<file path="src/rtl/bin_to_seg_scanner.sv">
// bin_to_seg_scanner: binary-to-BCD converter (iterative double-dabble, one
// bit per clock) driving NUM_DIGITS multiplexed active-low seven-segment digits.
// Values that do not fit in NUM_DIGITS decimal digits are flagged and shown
// as dashes on every digit.
// Optional build macro: LEADING_ZERO_BLANK_EN blanks digits above the most
// significant nonzero shown digit (digit 0 is never blanked).
module bin_to_seg_scanner #(
  parameter int DATA_W     = 12,
  parameter int NUM_DIGITS = 4,
  parameter int REFRESH_W  = 17
) (
  input  logic                  clk,
  input  logic                  rst,
  input  logic [DATA_W-1:0]     value_in,
  input  logic                  value_valid,
  output logic                  busy,
  output logic                  overflow,
  output logic [6:0]            display,
  output logic [NUM_DIGITS-1:0] digit
);

  localparam int BCD_W = 4 * NUM_DIGITS;
  localparam int CNT_W = $clog2(DATA_W + 1);
  localparam int IDX_W = (NUM_DIGITS > 1) ? $clog2(NUM_DIGITS) : 1;

  localparam logic [6:0] SEG_BLANK = 7'b1111111;
  localparam logic [6:0] SEG_DASH  = 7'b0111111;

  typedef enum logic [1:0] {IDLE, SHIFT, DONE} state_t;

  // Double-dabble correction: every nibble holding 5..9 gets +3 before the shift
  function automatic logic [BCD_W-1:0] add3_all(input logic [BCD_W-1:0] b);
    logic [BCD_W-1:0] r;
    r = b;
    for (int i = 0; i < NUM_DIGITS; i++) begin
      if (b[i*4 +: 4] >= 4'd5) r[i*4 +: 4] = b[i*4 +: 4] + 4'd3;
    end
    return r;
  endfunction

  // BCD nibble to active-low {g,f,e,d,c,b,a}
  function automatic logic [6:0] seg_decode(input logic [3:0] n);
    logic [6:0] s;
    case (n)
      4'd0:    s = 7'b1000000;
      4'd1:    s = 7'b1111001;
      4'd2:    s = 7'b0100100;
      4'd3:    s = 7'b0110000;
      4'd4:    s = 7'b0011001;
      4'd5:    s = 7'b0010010;
      4'd6:    s = 7'b0000010;
      4'd7:    s = 7'b1111000;
      4'd8:    s = 7'b0000000;
      4'd9:    s = 7'b0010000;
      default: s = SEG_BLANK;
    endcase
    return s;
  endfunction

  state_t                  state_q, state_d;
  logic [DATA_W-1:0]       work_q, work_d;
  logic [BCD_W-1:0]        bcd_q, bcd_d;
  logic [CNT_W-1:0]        cnt_q, cnt_d;
  logic                    sticky_q, sticky_d;
  logic [BCD_W-1:0]        shown_q, shown_d;
  logic                    ovf_q, ovf_d;
  logic [BCD_W-1:0]        adj;

  logic [REFRESH_W-1:0]    refresh_q, refresh_d;
  logic [IDX_W-1:0]        idx_q, idx_d;
  logic [6:0]              display_q, display_d;
  logic [NUM_DIGITS-1:0]   digit_q, digit_d;
  logic [3:0]              nib;

  // Conversion FSM: next state, working registers, and result hand-off
  always_comb begin
    state_d  = state_q;
    work_d   = work_q;
    bcd_d    = bcd_q;
    cnt_d    = cnt_q;
    sticky_d = sticky_q;
    shown_d  = shown_q;
    ovf_d    = ovf_q;
    adj      = '0;
    case (state_q)
      IDLE: begin
        if (value_valid) begin
          work_d   = value_in;
          bcd_d    = '0;
          sticky_d = 1'b0;
          cnt_d    = CNT_W'(DATA_W);
          state_d  = SHIFT;
        end
      end
      SHIFT: begin
        adj    = add3_all(bcd_q);
        bcd_d  = {adj[BCD_W-2:0], work_q[DATA_W-1]};
        work_d = work_q << 1;
        // A 1 leaving the top digit means the value needs more digits than we have
        if (adj[BCD_W-1]) sticky_d = 1'b1;
        cnt_d  = cnt_q - CNT_W'(1);
        if (cnt_q == CNT_W'(1)) state_d = DONE;
      end
      DONE: begin
        shown_d = bcd_q;
        ovf_d   = sticky_q;
        state_d = IDLE;
      end
      default: state_d = IDLE;
    endcase
  end

  // Control and visible-result state, cleared by reset
  always_ff @(posedge clk or negedge rst) begin
    if (!rst) begin
      state_q <= IDLE;
      shown_q <= '0;
      ovf_q   <= 1'b0;
    end else begin
      state_q <= state_d;
      shown_q <= shown_d;
      ovf_q   <= ovf_d;
    end
  end

  // Working datapath registers; always reloaded on acceptance, so no reset
  always_ff @(posedge clk) begin
    work_q   <= work_d;
    bcd_q    <= bcd_d;
    cnt_q    <= cnt_d;
    sticky_q <= sticky_d;
  end

`ifdef LEADING_ZERO_BLANK_EN
  logic [NUM_DIGITS-1:0] blank;
  logic                  above_zero;

  // A digit is blank when it and every digit above it are zero (digit 0 never)
  always_comb begin
    blank      = '0;
    above_zero = 1'b1;
    for (int i = NUM_DIGITS - 1; i >= 0; i--) begin
      above_zero = above_zero && (shown_q[i*4 +: 4] == 4'd0);
      blank[i]   = above_zero && (i != 0);
    end
  end
`endif

  // Scan: free-running refresh counter, digit index, and next strobe/segments
  always_comb begin
    refresh_d = refresh_q + REFRESH_W'(1);
    idx_d     = idx_q;
    if (&refresh_q) begin
      idx_d = (idx_q == IDX_W'(NUM_DIGITS - 1)) ? '0 : idx_q + IDX_W'(1);
    end
    nib     = 4'd0;
    digit_d = '1;
    for (int i = 0; i < NUM_DIGITS; i++) begin
      if (int'(idx_q) == i) begin
        nib        = shown_q[i*4 +: 4];
        digit_d[i] = 1'b0;
      end
    end
    if (ovf_q) begin
      display_d = SEG_DASH;
    end else begin
      display_d = seg_decode(nib);
`ifdef LEADING_ZERO_BLANK_EN
      for (int i = 0; i < NUM_DIGITS; i++) begin
        if (int'(idx_q) == i && blank[i]) display_d = SEG_BLANK;
      end
`endif
    end
  end

  // Scan registers; outputs trail the index by one cycle
  always_ff @(posedge clk or negedge rst) begin
    if (!rst) begin
      refresh_q <= '0;
      idx_q     <= '0;
      display_q <= SEG_BLANK;
      digit_q   <= '1;
    end else begin
      refresh_q <= refresh_d;
      idx_q     <= idx_d;
      display_q <= display_d;
      digit_q   <= digit_d;
    end
  end

  assign busy     = (state_q != IDLE);
  assign overflow = ovf_q;
  assign display  = display_q;
  assign digit    = digit_q;

endmodule

</file>
<file path="config.mk">
export PLATFORM = sky130hd
export DESIGN_NAME = bin_to_seg_scanner
export DESIGN_NICKNAME = d
export VERILOG_FILES = /design/src/rtl/bin_to_seg_scanner.sv
export SDC_FILE = /design/constraint.sdc
export NUM_CORES = 1
export LEC_CHECK = 0
export ABC_AREA = 1
export BUFFER_PORTS_ARGS = -buffer_cell sky130_fd_sc_hd__buf_2
export CAP_MARGIN = 20
export CORE_UTILIZATION = 52
export DETAILED_ROUTE_END_ITERATION = 7
export HOLD_SLACK_MARGIN = 0.1
export PLACE_DENSITY = 0.73
export SKIP_LAST_GASP = 1
export SLEW_MARGIN = 10
export SYNTH_ARGS = -nofsm -noshare
export SYNTH_HDL_FRONTEND = slang
export SYNTH_SLANG_ARGS = --single-unit
</file>
<file path="constraint.sdc">
create_clock -name clk -period 1.96 [get_ports clk]
set_clock_uncertainty 0.1 [all_clocks]
set_input_delay 0.196 -clock clk [delete_from_list [all_inputs] [get_ports clk]]
set_output_delay 0.196 -clock clk [all_outputs]
set_load 0.1 [all_outputs]
</file>
==> out/summary.txt, run 1 <==
fill cell count -> 608
R2R cell count -> 11
crit-path cells -> inv_2 > ha_4 > inv_2 > nor2_4 > nor2_4 > nand2_1 > nand2_1 > ha_1 > o21ai_1 > nand2_1 > nand2_1
Synth cell types -> 33
DR DRC count -> 0
most used cell, CP -> nand2_1
worst setup margin -> 124 ps
dpl cell area -> 4160 µm²
Worst VDD drop -> 684 µV
Final nets -> 481
crit end category -> register
critical path's slowest cell -> dfrtp_1
P&R area growth vs syn -> 16.8%
Synth Net Count -> 430
n_diodes -> 0
#FFs+latches synth -> 82
Worst setup SP type -> register
CTS tree -> done
critical path class -> register to register
Clk pin slew, worst setup/hold paths -> 80 ps
H-Tree Depth -> 3
MaxCap Viol Count -> 0
Fin Hold WS -> 358 ps
crit path max fanout -> 5
PwrDens -> 1450 nW/µm²
Sink Count -> 82
slew of the pin with the lowest slew margin -> 577 ps
Fin Setup TNS -> 0 ps
hpwl dp -> 4490 µm
Die W -> 88.4 µm
I/O Buffers -> 27
Post-Synthesis Cells -> 398
min Tclk post-route -> 1840 ps
Row Count -> 31
Post-synth EDFFs -> 33
Hold Fails Final Rpt -> 0
pre-CTS setup slack -> -1.02 ps
first-pass GRT wire length -> 11500 µm
share of cells above drive strength 1 -> 0.192
initial antenna violation count -> 0
core area -> 7210 µm²
DRT antenna net count -> 0
CP Data Arrival Time -> 2020 ps
Final Power -> 0.00658 W
Slew Limit Headroom -> 0.616
Yosys warnings -> 0
r2r setup slk -> 120 ps
final WL -> 6640 µm
total grt overflow -> 0
Synth Cell Area -> 3880 µm²
largest net degree at the start of global routing -> 50
total number of vias -> 2724
First-pass DRT Iterations -> 4
RePlAce Congestion -> 0.835
ys async rst share -> 0.598
vias in the first global route -> 2638
clock latency on the worst-skew pair -> 350 ps
Clock Path Buffers -> 2
post-synthesis sequential area ratio -> 0.575
Die Ht -> 88.4 µm
Reg-to-Reg Start -> idx_q[0]
Total GRT Usage -> 0.196
RSZ-0062 raised after global routing -> yes
CP Capture Point -> display[3]
max frequency -> 545 MHz
CTS Buf Count -> 9
prevailing post-synth register cell -> dfrtp_1
Critical Path RT -> 2150 ps
Max stage delay on crit path -> 440 ps
setup violators final -> 0
Initial DRC Count -> 115
final worst-path cycle share -> 0.937
reg2reg end -> display[3]
start point of the critical path -> idx_q[0]
P_leak -> 2.15 nW
max-slew violation count -> 0
DR vias/cell -> 4.93
status -> finished clean
post-DR wirelength/cell -> 12.0 µm
Syn Area/Cell -> 9.74 µm²
I/O pins -> 28
root buf cell -> clkbuf_8
Hold/Removal Path Class -> input pin to async pin
effective utilization at floorplan -> 0.537
post-route design area -> 4530 µm²
Die ar. -> 7810 µm²
[critical path, delay by kind of cell, from the launching register on]
family	cells	cell delay [ps]
AO/OA/AOI/OAI	1	130
adder cells (fa/ha/maj)	2	480
buffers and inverters	2	190
flip-flops	1	440
AND/OR/NAND/NOR	6	430
[kinds of logic (layout without fill, tap and decap cells)]
family,count (synthesis),count (layout),share of synthesized area
buffers and inverters,57,113,0.0555
adders and majority gates,17,17,0.0549
xor gates and xnor gates,17,17,0.0384
DFF,82,82,0.575
and+or+nand+nor,162,162,0.186
AOI/OAI and AO/OA,63,63,0.0900
[power by group]
group / internal [W] / switching (W) / leakage (nW) / total (W)
Clock: 0.000580 / 0.000588 / 0.0958 / 0.00117
Combinational: 0.000728 / 0.00174 / 1.11 / 0.00247
Sequential: 0.00262 / 0.000319 / 0.939 / 0.00294
Total: 0.00393 / 0.00265 / 2.15 / 0.00658
[cell type report]
| cell class | count | area (µm²) | share of cell area |
|---|---|---|---|
| inverters | 50 | 188 | 0.0414 |
| clock inverters | 6 | 57.6 | 0.0127 |
| flip-flops and latches | 82 | 2230 | 0.493 |
| clock buffers | 10 | 128 | 0.0282 |
| well taps | 99 | 124 | 0.0274 |
| repair buffers | 47 | 320 | 0.0707 |
| multi-input cells | 259 | 1480 | 0.327 |
[layout by cell type (no fill, tap or decap), types with 4 or more instances in the layout]
master         count
clkinv_2           4
xor2_1            13
inv_1             44
nand3_1           13
nor2_4             4
nand2_1           97
dfstp_2           11
ha_1              14
buf_2             27
clkbuf_8           9
o21ai_0           38
nand2_2            4
xnor2_1            4
nor2_1            30
inv_2              6
dfrtp_1           38
edfxtp_1          33
a21oi_1           16
buf_4              6
dlygate4sd3_1     14
[repair_timing]
item | in CTS | in global routing
buffers inserted | 0 | 0
pin swaps | 0 | 3
hold buffers | 14 | 0
gates cloned | 0 | 0
endpoints found under the hold margin | 51 | 0
setup endpoints to repair | 1 | 4
resized for setup | 2 | 11
[flip-flops by register name (all words and copies together) (netlist names)]
register / cells
display: 7
bcd_q: 16
overflow: 1
work_q: 12
shown_q: 16
sticky_q: 1
idx_q: 2
refresh_q: 17
cnt_q: 4
digit: 4
state_q: 2
[synthesized netlist by cell type, drive strengths merged, types with 2 or more instances]
cell	n	area [µm²]
nor4	3	40.0
xor2	13	114
dfrtp	38	951
nand2	101	384
clkbuf	6	22.5
ha	17	213
nand3	16	103
o21ai	40	200
nor3	2	10.0
dfstp	11	289
edfxtp	33	991
xnor2	4	35.0
nand4	2	12.5
a21oi	20	126
inv	50	188
nor2	36	158
[through the flow]
stage | cells | util
finish | 553 | 0.628
global route | 553 | 0.628
CTS | 553 | 0.622
detailed placement | 523 | 0.576
global placement | 523 | 0.576
floorplan | 398 | -
[how the worst min path moves through the flow]
stage | cells past startpoint | end | slack, ps
detailed placement | 2 | refresh_q[13] | 220
global placement | 2 | refresh_q[10] | 220
floorplan | 0 | idx_q[0] | -200
finish | 3 | refresh_q[10] | 360
CTS | 1 | refresh_q[15] | 360
global route | 1 | refresh_q[15] | 400
[layer usage]
layer / global-route usage / wire [µm] / part of all wire
met1: 0.240 / 3050 / 0.46
met2: 0.325 / 3240 / 0.49
met3: 0.0634 / 238 / 0.036
met4: 0.0704 / 105 / 0.016
met5: 0 / 0 / 0
(Power assumes the default switching activity.)
==> run 2, diff against run 1 <==
Clock period 1.96 ns to 1.5 ns, I/O delays scaled along.
==> run 2 against run 1 <==
Net effect:
- highest routed layer unchanged
- critical path type unchanged
- critical endpoint is now display[2]
- combinational power up 82%
- sequential power is 32% higher
- power up 53%
- the run now ends with setup timing left
- utilization rose by 12 points
- non-clock buffer count rose by 50
- via count is 11% higher
- die area did not move
- count of clock-buffer cells in the layout is 5 higher
- cell area increased by 19%
==> out/summary.txt, run 2 (synthesis gave the netlist of run 1 again) <==
status -> finished, violations left
failing checks -> setup timing
Final nets -> 532 (+11%)
Hold/Removal Path Class -> input pin to async pin
Worst setup SP type -> register
setup violators final -> 13 (+13)
largest net degree at the start of global routing -> 50 (unchanged)
PwrDens -> 1870 nW/µm² (+29%)
clock latency on the worst-skew pair -> 350 ps (about the same)
Sink Count -> 82 (unchanged)
P_leak -> 2.50 nW (+17%)
DRT antenna net count -> 0 (unchanged)
P&R area growth vs syn -> 38.5%
effective utilization at floorplan -> 0.537 (unchanged)
Final Instance Count excl. Fillers -> 604 (+9.2%)
worst setup margin -> -280 ps (-404 ps)
fill cell count -> 496 (-18%)
Clk pin slew, worst setup/hold paths -> 80 ps (about the same)
dpl cell area -> 4560 µm² (+9.8%)
RePlAce Congestion -> 0.838 (+0.42%)
Row Count -> 31 (unchanged)
initial antenna violation count -> 0 (unchanged)
min Tclk post-route -> 1780 ps (-56.5 ps)
CP Data Arrival Time -> 1950 ps (-70 ps)
final worst-path cycle share -> 1.19 (+0.250)
root buf cell -> clkbuf_8
vias in the first global route -> 2981 (+13%)
crit-path cells -> inv_4 > ha_4 > inv_4 > nor2_4 > nor2_2 > a21oi_4 > nand2_4 > a21oi_4 > o21ai_1
share of cells above drive strength 1 -> 0.382 (+0.191)
hpwl dp -> 4730 µm (+5.4%)
Die ar. -> 7810 µm² (unchanged)
First-pass DRT Iterations -> 4 (unchanged)
biggest regs -> refresh_q (17), bcd_q (16), shown_q (16)
Worst VDD drop -> 1250 µV (+83%)
H-Tree Depth -> 3 (unchanged)
post-route design area -> 5370 µm² (+19%)
# placed instances -> 558 (+6.7%)
total grt overflow -> 0 (unchanged)
slew of the pin with the lowest slew margin -> 482 ps (-95.0 ps)
Die W -> 88.4 µm (unchanged)
critical path class -> register to register
max FFs per register -> 17 (unchanged)
DR DRC count -> 0 (unchanged)
Buf/Inv on CP -> 2 (unchanged)
CTS Buf Count -> 9 (unchanged)
Initial DRC Count -> 114 (-0.87%)
most frequent cells in the layout -> nand2_1, buf_4, dfrtp_1, inv_1, edfxtp_1
most common cell after layout, fill and taps aside -> nand2_1
register bank with the most flops -> refresh_q
crit end category -> register
Critical Path RT -> 1670 ps (-480 ps)
first-pass GRT wire length -> 12900 µm (+12%)
n_diodes -> 0 (unchanged)
final WL -> 8220 µm (+24%)
post-DR wirelength/cell -> 13.6 µm (+13%)
Slew Limit Headroom -> 0.681 (+0.0656)
core area -> 7210 µm² (unchanged)
Hold Fails Final Rpt -> 0 (unchanged)
crit path max fanout -> 5 (unchanged)
max-slew violation count -> 0 (unchanged)
I/O Buffers -> 27 (unchanged)
max frequency -> 562 MHz (+3.2%)
DR vias/cell -> 5.00 (+1.6%)
Die Ht -> 88.4 µm (unchanged)
MaxCap Viol Count -> 0 (unchanged)
Max stage delay on crit path -> 460 ps (+20 ps)
RSZ-0062 raised after global routing -> yes
total number of vias -> 3023 (+11%)
Top delay family on crit path -> compound AO/OA/AOI/OAI gates
Fin Setup TNS -> -2500 ps (-2500 ps)
critical path's slowest cell -> dfrtp_2
Total GRT Usage -> 0.218 (+0.0217)
CTS tree -> done
Clock Path Buffers -> 2 (unchanged)
I/O pins -> 28 (unchanged)
==> run 2: changes by cell type in the layout (fill, tap and decap cells not counted), moves of 10 or more <==
cell	previous run	this run
o21ai_0	38	27
nor2_1	30	19
buf_4	6	55
buf_6	0	10
inv_1	44	33
buf_2	27	15
ha_1	14	4
==> run 2: timing repair <==
action	4_1_cts	5_1_grt
hold buffers	14	0
pin swaps	14	28
endpoints found under the hold margin	62	0
setup endpoints to repair	30	73
cloned	0	1
setup buffers	11	10
resized for setup	37	69
==> run 2: final cells by class <==
class,count,area [µm²],area share
Clock inverter,1,30.0,0.00559
Timing Repair Buffer,97,801,0.149
Clock buffer,15,178,0.0331
Sequential cell,82,2230,0.416
Multi-Input combinational cell,260,1800,0.336
Tap cell,99,124,0.0231
Inverter,50,200,0.0373
==> run 2: through the flow <==
stage                util  setup WS, ps  total power, W  hold slack (ps)
floorplan               -          -178         0.00640             -246
global placement    0.632          -200         0.00739             52.7
detailed placement  0.632          -245         0.00753             54.0
CTS                 0.703          -257         0.00947              216
global route        0.744          -342          0.0108              263
finish              0.744          -280          0.0101              232
==> run 2: metal layers <==
layer  global-route usage  wire (µm)  vias to the layer above
met3               0.0345        262                       18
met4                0.103        175                        0
met2                0.381       4320                       68
li1                     -          -                     1499
met1                0.263       3460                     1438
met5                    0          0                        -
==> run 2: final timing paths <==
path | startpoint | to | slack, ps | cells after the start
setup / recovery | idx_q[0] | display[2] | -280 | 9
max in group asynchronous | rst | display[1] | 780 | 3
min in group clk | refresh_q[15] | refresh_q[15] | 390 | 1
setup reg to reg | idx_q[0] | display[2] | -280 | 9
hold reg to reg | refresh_q[15] | refresh_q[15] | 390 | 1
hold / removal | rst | refresh_q[5] | 230 | 3
==> run 2: worst reg2reg max path, cell delays in order, from the launching register on <==
cell and delay (ps):
dfrtp_2 460, inv_4 110, ha_4 180, inv_4 60, nor2_4 70, nor2_2 50, a21oi_4 250, nand2_4 110
a21oi_4 210, o21ai_1 90
==> run 2: report_power, final <==
group / internal [W] / switching [W] / total (W)
clock: 0.000921 / 0.000755 / 0.00168
sequential: 0.00343 / 0.000453 / 0.00388
combinational: 0.00171 / 0.00280 / 0.00450
total: 0.00606 / 0.00400 / 0.0101
